`src/rtl/ook_packet_tx.sv`:
```
// On-off-keying packet transmitter: serialises a latched payload as 3-chip pulse-width bits,
// repeats it with a fixed gap and pulses done. Define OOK_PREAMBLE_EN to prefix each repeat with a 1010.. preamble.
module ook_packet_tx #(
  parameter int MAX_BITS       = 64,
  parameter int LEN_W          = 7,
  parameter int REP_W          = 4,
  parameter int CHIP_DIV       = 4,
  parameter int GAP_CHIPS      = 10,
  parameter int PREAMBLE_CHIPS = 8
) (
  input  logic                clk,
  input  logic                reset,
  input  logic                load_valid,
  output logic                load_ready,
  input  logic [MAX_BITS-1:0] load_data,
  input  logic [LEN_W-1:0]    load_len,
  input  logic [REP_W-1:0]    load_repeats,
  input  logic                abort,
  output logic                busy,
  output logic                done,
  output logic                ook
);

  localparam int PH_W    = (CHIP_DIV > 1) ? $clog2(CHIP_DIV) : 1;
  localparam int BIT_W   = (MAX_BITS > 1) ? $clog2(MAX_BITS) : 1;
  localparam int CNT_MAX = (GAP_CHIPS > PREAMBLE_CHIPS) ? GAP_CHIPS : PREAMBLE_CHIPS;
  localparam int CNT_W   = $clog2(CNT_MAX + 1);

`ifdef OOK_PREAMBLE_EN
  typedef enum logic [2:0] {S_IDLE, S_PRE, S_BITS, S_GAP, S_FIN} state_t;
  localparam state_t START_STATE = S_PRE;
`else
  typedef enum logic [1:0] {S_IDLE, S_BITS, S_GAP, S_FIN} state_t;
  localparam state_t START_STATE = S_BITS;
`endif

  state_t              state_reg;
  logic [PH_W-1:0]     phase_reg;
  logic [1:0]          chip_reg;
  logic [BIT_W-1:0]    bit_idx_reg;
  logic [BIT_W-1:0]    first_idx_reg;
  logic [REP_W-1:0]    rep_reg;
  logic [CNT_W-1:0]    cnt_reg;
  logic [MAX_BITS-1:0] data_reg;
  logic                ook_reg;
  logic                busy_reg;
  logic                done_reg;

  logic [LEN_W-1:0]    len_clamped;
  logic [BIT_W-1:0]    first_idx;
  logic [REP_W-1:0]    rep_remaining;
  logic                accept;
  logic                chip_end;

  assign len_clamped   = (load_len > LEN_W'(MAX_BITS)) ? LEN_W'(MAX_BITS) : load_len;
  assign first_idx     = BIT_W'(len_clamped - 1'b1);
  assign rep_remaining = (load_repeats == '0) ? '0 : load_repeats - 1'b1;
  assign accept        = load_valid && !busy_reg && !abort;
  assign chip_end      = (phase_reg == PH_W'(CHIP_DIV - 1));

  assign load_ready = !busy_reg;
  assign busy       = busy_reg;
  assign done       = done_reg;
  assign ook        = ook_reg;

  // ook_reg is loaded with the value of the chip the counters move into, so it
  // always lines up with the state/counter registers it is derived from.
  always_ff @(posedge clk) begin
    if (reset) begin
      state_reg     <= S_IDLE;
      phase_reg     <= '0;
      chip_reg      <= '0;
      bit_idx_reg   <= '0;
      first_idx_reg <= '0;
      rep_reg       <= '0;
      cnt_reg       <= '0;
      data_reg      <= '0;
      ook_reg       <= 1'b0;
      busy_reg      <= 1'b0;
      done_reg      <= 1'b0;
    end else if (abort) begin
      state_reg <= S_IDLE;
      phase_reg <= '0;
      ook_reg   <= 1'b0;
      busy_reg  <= 1'b0;
      done_reg  <= 1'b0;
    end else begin
      done_reg <= 1'b0;
      if (busy_reg) begin
        phase_reg <= chip_end ? '0 : phase_reg + 1'b1;
      end
      case (state_reg)
        S_IDLE, S_FIN: begin
          state_reg <= S_IDLE;
          if (accept) begin
            data_reg      <= load_data;
            bit_idx_reg   <= first_idx;
            first_idx_reg <= first_idx;
            rep_reg       <= rep_remaining;
            phase_reg     <= '0;
            chip_reg      <= '0;
            cnt_reg       <= '0;
            if (len_clamped == '0) begin
              state_reg <= S_FIN;
              done_reg  <= 1'b1;
            end else begin
              state_reg <= START_STATE;
              busy_reg  <= 1'b1;
              ook_reg   <= 1'b1;
            end
          end
        end
`ifdef OOK_PREAMBLE_EN
        S_PRE: begin
          if (chip_end) begin
            if (cnt_reg == CNT_W'(PREAMBLE_CHIPS - 1)) begin
              state_reg <= S_BITS;
              cnt_reg   <= '0;
              ook_reg   <= 1'b1;
            end else begin
              cnt_reg <= cnt_reg + 1'b1;
              // Next chip index is cnt+1; even indices are high.
              ook_reg <= cnt_reg[0];
            end
          end
        end
`endif
        S_BITS: begin
          if (chip_end) begin
            if (chip_reg == 2'd2) begin
              chip_reg <= '0;
              if (bit_idx_reg == '0) begin
                state_reg <= S_GAP;
                cnt_reg   <= '0;
                ook_reg   <= 1'b0;
              end else begin
                bit_idx_reg <= bit_idx_reg - 1'b1;
                ook_reg     <= 1'b1;
              end
            end else begin
              chip_reg <= chip_reg + 1'b1;
              ook_reg  <= (chip_reg == 2'd0) ? data_reg[bit_idx_reg] : 1'b0;
            end
          end
        end
        S_GAP: begin
          if (chip_end) begin
            if (cnt_reg == CNT_W'(GAP_CHIPS - 1)) begin
              cnt_reg <= '0;
              if (rep_reg != '0) begin
                rep_reg     <= rep_reg - 1'b1;
                bit_idx_reg <= first_idx_reg;
                chip_reg    <= '0;
                state_reg   <= START_STATE;
                ook_reg     <= 1'b1;
              end else begin
                state_reg <= S_FIN;
                busy_reg  <= 1'b0;
                done_reg  <= 1'b1;
                ook_reg   <= 1'b0;
              end
            end else begin
              cnt_reg <= cnt_reg + 1'b1;
            end
          end
        end
        default: state_reg <= S_IDLE;
      endcase
    end
  end

endmodule

```
`config.mk`:
```
export PLATFORM = sky130hd
export DESIGN_NAME = ook_packet_tx
export DESIGN_NICKNAME = d
export VERILOG_FILES = /design/src/rtl/ook_packet_tx.sv
export SDC_FILE = /design/constraint.sdc
export NUM_CORES = 1
export LEC_CHECK = 0
export ABC_AREA = 0
export BUFFER_PORTS_ARGS = -buffer_cell sky130_fd_sc_hd__buf_4
export CORE_MARGIN = 2
export CORE_UTILIZATION = 50
export CTS_CLUSTER_DIAMETER = 50
export DETAILED_ROUTE_END_ITERATION = 8
export HOLD_SLACK_MARGIN = 0.08
export PLACE_DENSITY = 0.76
export SLEW_MARGIN = 20
export SYNTH_ARGS = -nofsm -noshare
export SYNTH_HDL_FRONTEND = slang
export SYNTH_SLANG_ARGS = --single-unit
```
`constraint.sdc`:
```
create_clock -name clk -period 1.8 [get_ports clk]
set_input_delay 0 -clock clk [delete_from_list [all_inputs] [get_ports clk]]
set_output_delay 0 -clock clk [all_outputs]
set_load 0.005 [all_outputs]
```
==> Yosys cells after proc, flatten, opt, wreduce, memory -nomap -nowiden <==
Cells that the tools add are included.
{ "word_totals": {"regBits": 93, "in_bits": 79, "word_cells": 122} }
{ "classes": {"n_addsub": 7, "magnitude_cmp": 2, "eq_ne": 16, "muxes": 64, "n_bitwise": 1, "n_reduce_logical": 21} }
{ "ops": {"columns": ["cell", "n"], "rows": [
  ["two-way mux 4 bit", 11],
  ["two-way mux 6 bit", 7],
  ["two-way mux 2 bit", 18],
  ["AND reduction 6 bit", 4],
  ["!= test 2 bit, second input constant", 10],
  ["two-way mux 1 bit", 18],
  ["case mux 6 bit (3 select lines)", 1],
  ["case mux 2 bit (3 select lines)", 2],
  ["case mux 4 bit (3 select lines)", 1],
  ["subtractor 6 x 1 -> 6 bit, second input constant", 2],
  ["AND reduction 5 bit", 2],
  ["== test 2 bit, second input constant", 4],
  ["case mux 4 bit (2 select lines)", 1],
  ["AND reduction 8 bit", 1],
  ["subtractor 4 x 1 -> 4 bit, second input constant", 2],
  ["> comparator 7 bit, second input constant", 1],
  ["zero test 7 bit", 1],
  ["< comparator 6 x 7 -> 1 bit, second input constant", 1],
  ["two-way mux 7 bit", 1],
  ["binary-select mux 1 bit (select 6 bit)", 1],
  ["zero test 6 bit", 1],
  ["adder 2 x 1 -> 2 bit, second input constant", 2],
  ["adder 4 x 1 -> 4 bit, second input constant", 1],
  ["== test 4 bit, second input constant", 1],
  ["other kinds (12)", 17]
]} }

==> Logic depth before layout (Yosys ltp) <==
{ "logic_depth": {"ltp_word": 6, "depth_mapped": 9, "ltp_nobuf": 8} }

==> Worst setup path after synthesis <==
No wires, ideal clock.
{ "synth_timing": {"kind": "register to register", "from": "register bit_idx_reg[0]", "to": "register bit_idx_reg[4]", "arrival_time_ns": 1.894, "required_time_ns": 1.730, "setup_slack_ns": -0.164, "stages_incl_launch_ff": 10, "synth_period_minus_slack_ns": 1.964, "cell_sequence": "dfxtp_1 buf_2 buf_2 clkinv_1 ha_1 nand4_1 nand4_2 buf_2 a211o_1 a21oi_1"} }
{ "synth_between": {"elab_chain_cells": 5, "elab_cells_between_ends": 8, "classes_between": "add/sub: 1; eq/ne: 1; mux: 4; reduce/logical: 2"} }
{ "synth_rtl": {"columns": ["element", "line", "source"], "rows": [
  ["from (decl)", "40", "logic [BIT_W-1:0] bit_idx_reg;"],
  ["from (signal assigned)", "97", "bit_idx_reg <= first_idx;"],
  ["from (signal assigned)", "137", "bit_idx_reg <= bit_idx_reg - 1'b1;"],
  ["from (signal assigned)", "152", "bit_idx_reg <= first_idx_reg;"],
  ["subtractor 6 x 1 -> 6 bit", "137", null],
  ["two-way mux 6 bit", "132", "if (bit_idx_reg == '0) begin"],
  ["two-way mux 6 bit", "130", "if (chip_reg == 2'd2) begin"],
  ["two-way mux 6 bit", "129", "if (chip_end) begin"],
  ["case mux 6 bit (3 select lines)", "92", "case (state_reg)"]
]} }
Parallel ways exist; a longest one is shown, timed or not. The select of a mux whose other input is x is not followed.
A chain may end at the register's enable or synchronous reset.

==> Worst setup path in the final report <==
{ "layout_timing": {"from": "register rep_reg[0]", "to": "register rep_reg[0]"} }
{ "layout_between": {"elab_chain_cells": 5, "elab_cells_between_ends": 8, "classes_between": "add/sub: 1; eq/ne: 1; mux: 4; reduce/logical: 2"} }
{ "layout_rtl": {"columns": ["element", "line", "source"], "rows": [
  ["from (decl)", "42", "logic [REP_W-1:0] rep_reg;"],
  ["from (signal assigned)", "99", "rep_reg <= rep_remaining;"],
  ["from (signal assigned)", "151", "rep_reg <= rep_reg - 1'b1;"],
  ["subtractor 4 x 1 -> 4 bit", "151", null],
  ["two-way mux 4 bit", "150", "if (rep_reg != '0) begin"],
  ["two-way mux 4 bit", "148", "if (cnt_reg == CNT_W'(GAP_CHIPS - 1)) begin"],
  ["two-way mux 4 bit", "147", "if (chip_end) begin"],
  ["case mux 4 bit (2 select lines)", "92", null]
]} }
Parallel ways exist; a longest one is shown, timed or not. The select of a mux whose other input is x is not followed.

==> metrics.md <==
| Metric | Value |
|---|---|
| Status | `finished with violations` |
| Failing checks | `negative setup slack` |
| Crit path max-delay family | `simple AND/OR/NAND/NOR gates` |
| Post-synth top area cell | `dfxtp_1` |
| Asr flop ratio synth | `0%` |
| Placed cell count | `about 750` |
| Synth area leaders | `dfxtp_1 (40%), nand2_1 (12%), a21oi_1 (8.9%)` |
| Number of routed nets with antenna violations | `0` |
| DRT Pass-1 Iters | `7` |
| Worst Path Arrival | `2.16 ns` |
| Largest net degree at the start of global routing | `51` |
| DR iter-0 viols | `between 300 and 400` |
| Slew headroom | `60.78%` |
| Vias in the first global route | `4581` |
| Worst Setup SP | `rep_reg[0]` |
| Synth cell count leaders | `nand2_1 (146), dfxtp_1 (93), a21oi_1 (83)` |
| Syn_nets | `646` |
| Synthesized cell area | `4647 um2` |
| Worst slack at placement | `-0.1194 ns` |
| Post-layout min period | `1.873 ns` |
| #FFs+latches synth | `93` |
| Startpoint types | `flop` |
| Initial antenna violation count | `0` |
| Drc violations | `0` |
| Clk sink count | `93` |
| Critical path fanouts, max | `3` |
| Most common cell in the netlist | `nand2_1` |
| Final setup margin | `-0.07344 ns` |
| Lkg Pwr | `2.577 nW` |
| Clk pin slew, worst setup/hold paths | `approximately 0.090 ns` |
| Clock latency at the later pin of the worst-skew pair | `around 0.36 ns` |
| Core area | `9109 um2` |
| Setup-failing EPs final | `7` |
| Crit-path cells | `inv_2, ha_4, nor3b_4, a221oi_4, buf_6, nand2_4, or4_1, a31oi_1` |
| WL final | `13230 um` |
| Routed vias | `~4800` |
| Area Overhead vs Synth | `44.13%` |
| Seq/Total Area, Yosys | `approximately 40%` |
| Port buffer count | `approximately 80` |
| Design Power | `slightly below 5 mW` |
| Fin util | `about three quarters` |
| Worst hold slack | `approximately 0.088 ns` |
| Largest register FFs | `64` |
| Design area | `6698 um2` |
| PwrDens | `about 730 nW/um2` |
| Final GP Congestion | `between 0.8 and 0.9` |
| GRT Residual Overflow | `0` |
| Setup crit end kind | `flop` |
| Worst r2r path cells | `8` |
| Final Cycle Share | `104.1%` |
| WP buf/inv | `2` |
| RSZ-0062 raised after global routing | `yes` |
| Starting density of the core | `roughly half` |
| Root Buffer Master | `clkbuf_8` |
| Synth warn | `0` |
| Kind of critical path | `reg -> reg` |
| Avg WL per Cell | `around 16 um` |
| Setup TNS | `-0.2982 ns` |
| Area after DPL | `5570 um2` |
| Dpl hpwl | `~8400 um` |
| Worst min path class | `in -> reg` |
| Layout cells sized above 1 | `27.36%` |
| Longest Clk Path Bufs | `2` |
| Chip width | `~100 um` |
| Synth unique cells | `between 60 and 70` |
| Worst clock skew | `0.006858 ns` |
| Final Hold Viols | `0` |
| Hold Path Origin | `load_len[6]` |
| Diode count | `0` |
| FP Rows | `35` |
| Reg2reg end | `rep_reg[0]` |
| Fin. max-slew vios | `0` |
| Slowest cell on the critical path | `or4_1` |
| Worst R2R Start | `rep_reg[0]` |
| DR vias/cell | `5.644` |
| GRT Total Usage | `between 20% and 30%` |
| CTS Buf Count | `9` |
| Syn_area_per_cell | `between 8 and 9 um2` |
| F_max | `~0.53 GHz` |
| Hold Path Cell Cnt | `4` |
| Critical Path Max Stage Delay | `about 0.47 ns` |
| Syn Inst Count | `about 560` |
| Share of the synthesized area in the top cell type | `between 40% and 50%` |
| Synth Flop Type | `dfxtp_1` |
| R2R Setup Slk | `-0.07 ns` |
| MaxCap Viol Count | `0` |
| Slew @ Worst Pin | `between 0.5 and 0.6 ns` |
| Die height | `roughly 100 um` |
| Critical path data required time | `around 2.1 ns` |
| EDFF count, synth | `0` |
| Ports | `83` |
| CTS tree | `built` |
| Worst hold endpoint | `done` |
| Area of the die | `10080 um2` |
| CTS H-tree lvls | `3` |
| Nets | `slightly above 800` |
| Max VDD drop | `between 0.0004 and 0.0005 V` |
| First-pass GRT wire length | `20780 um` |
| Final Instance Count excl. Fillers | `842` |
[layout make-up]
type                    count  area (um2)
clock buffers              11       131.4
clock inverters             5       35.03
fillers                   628        2411
inverters                  12       46.29
multi-input cells         408        2659
flip-flops and latches     93        1872
well taps                 111       138.9
repair buffers            202        1815
[timing repair]
| action | 4_1_cts | 5_1_grt |
|---|---|---|
| setup buffers | 3 | 4 |
| pin swaps | 8 | 10 |
| hold endpoints to repair | 75 | 1 |
| gates resized for setup | 16 | 29 |
| hold buffers | 72 | 1 |
| cloned | 0 | 1 |
| setup endpoints to repair | 48 | 73 |
[cell families (layout without fill, tap and decap cells)]
kind of cell               Yosys count  in the layout  synth area share, %
xor gates and xnor gates            10             10                1.885
buffers and inverters               55            230                5.573
DFF                                 93             93                40.06
adders and majority gates           11             11                2.962
AOI/OAI and AO/OA                  135            135                18.39
muxes                               25             25                8.939
and+or+nand+nor                    227            227                22.19
[report_power, final]
| part | switching, mW | leakage, nW | internal (mW) |
|---|---|---|---|
| Clock | 0.740 | 0.0837 | 0.507 |
| Combinational | 0.659 | 1.73 | 0.726 |
| Sequential | 0.0852 | 0.762 | 2.19 |
[worst max-delay path by stage]
stage | endpoint | cells after the start
2_1_floorplan | rep_reg[0] | 7
3_3_place_gp | rep_reg[0] | 7
3_5_place_dp | rep_reg[0] | 7
4_1_cts | rep_reg[0] | 7
5_1_grt | bit_idx_reg[2] | 9
6_report | rep_reg[0] | 8
[placed cells by master, fill, tap and decap left out, types with 3 or more instances in the layout]
cell type        n
clkinv_2         3
a211oi_1         5
or3_1            4
dfxtp_1         87
buf_12           4
a211o_1          4
nor3b_1          3
nor2_1          24
buf_4          112
mux2i_1         10
inv_1            8
nor3_1          11
inv_2            3
dfxtp_2          5
nand3b_1         5
buf_6           11
nor2b_1          4
nand4_1          4
o21ai_0          5
nand3_1          5
a21oi_2          7
a21oi_1         75
nand2_1        145
clkbuf_8         9
dlygate4sd3_1   73
xnor2_1          4
ha_1             8
mux4_2          13
xor2_1           6
a221oi_1         5
nand2b_1         4
[tightest hold or removal path, stage by stage]
cell and delay (ns):
buf_4 0.12, nor3_1 0.10, nand3_2 0.10, a2111oi_0 0.08
[layer usage]
| layer | global-route usage [%] | part of all wire (%) | vias up |
|---|---|---|---|
| met5 | 0 | 0 | - |
| met4 | 9.273 | 2.4 | 0 |
| met3 | 4.526 | 4.0 | 31 |
| met2 | 45.38 | 51 | 140 |
| met1 | 31.47 | 43 | 2295 |
| li1 | - | - | 2286 |
Power figures use the tool's default switching activity.
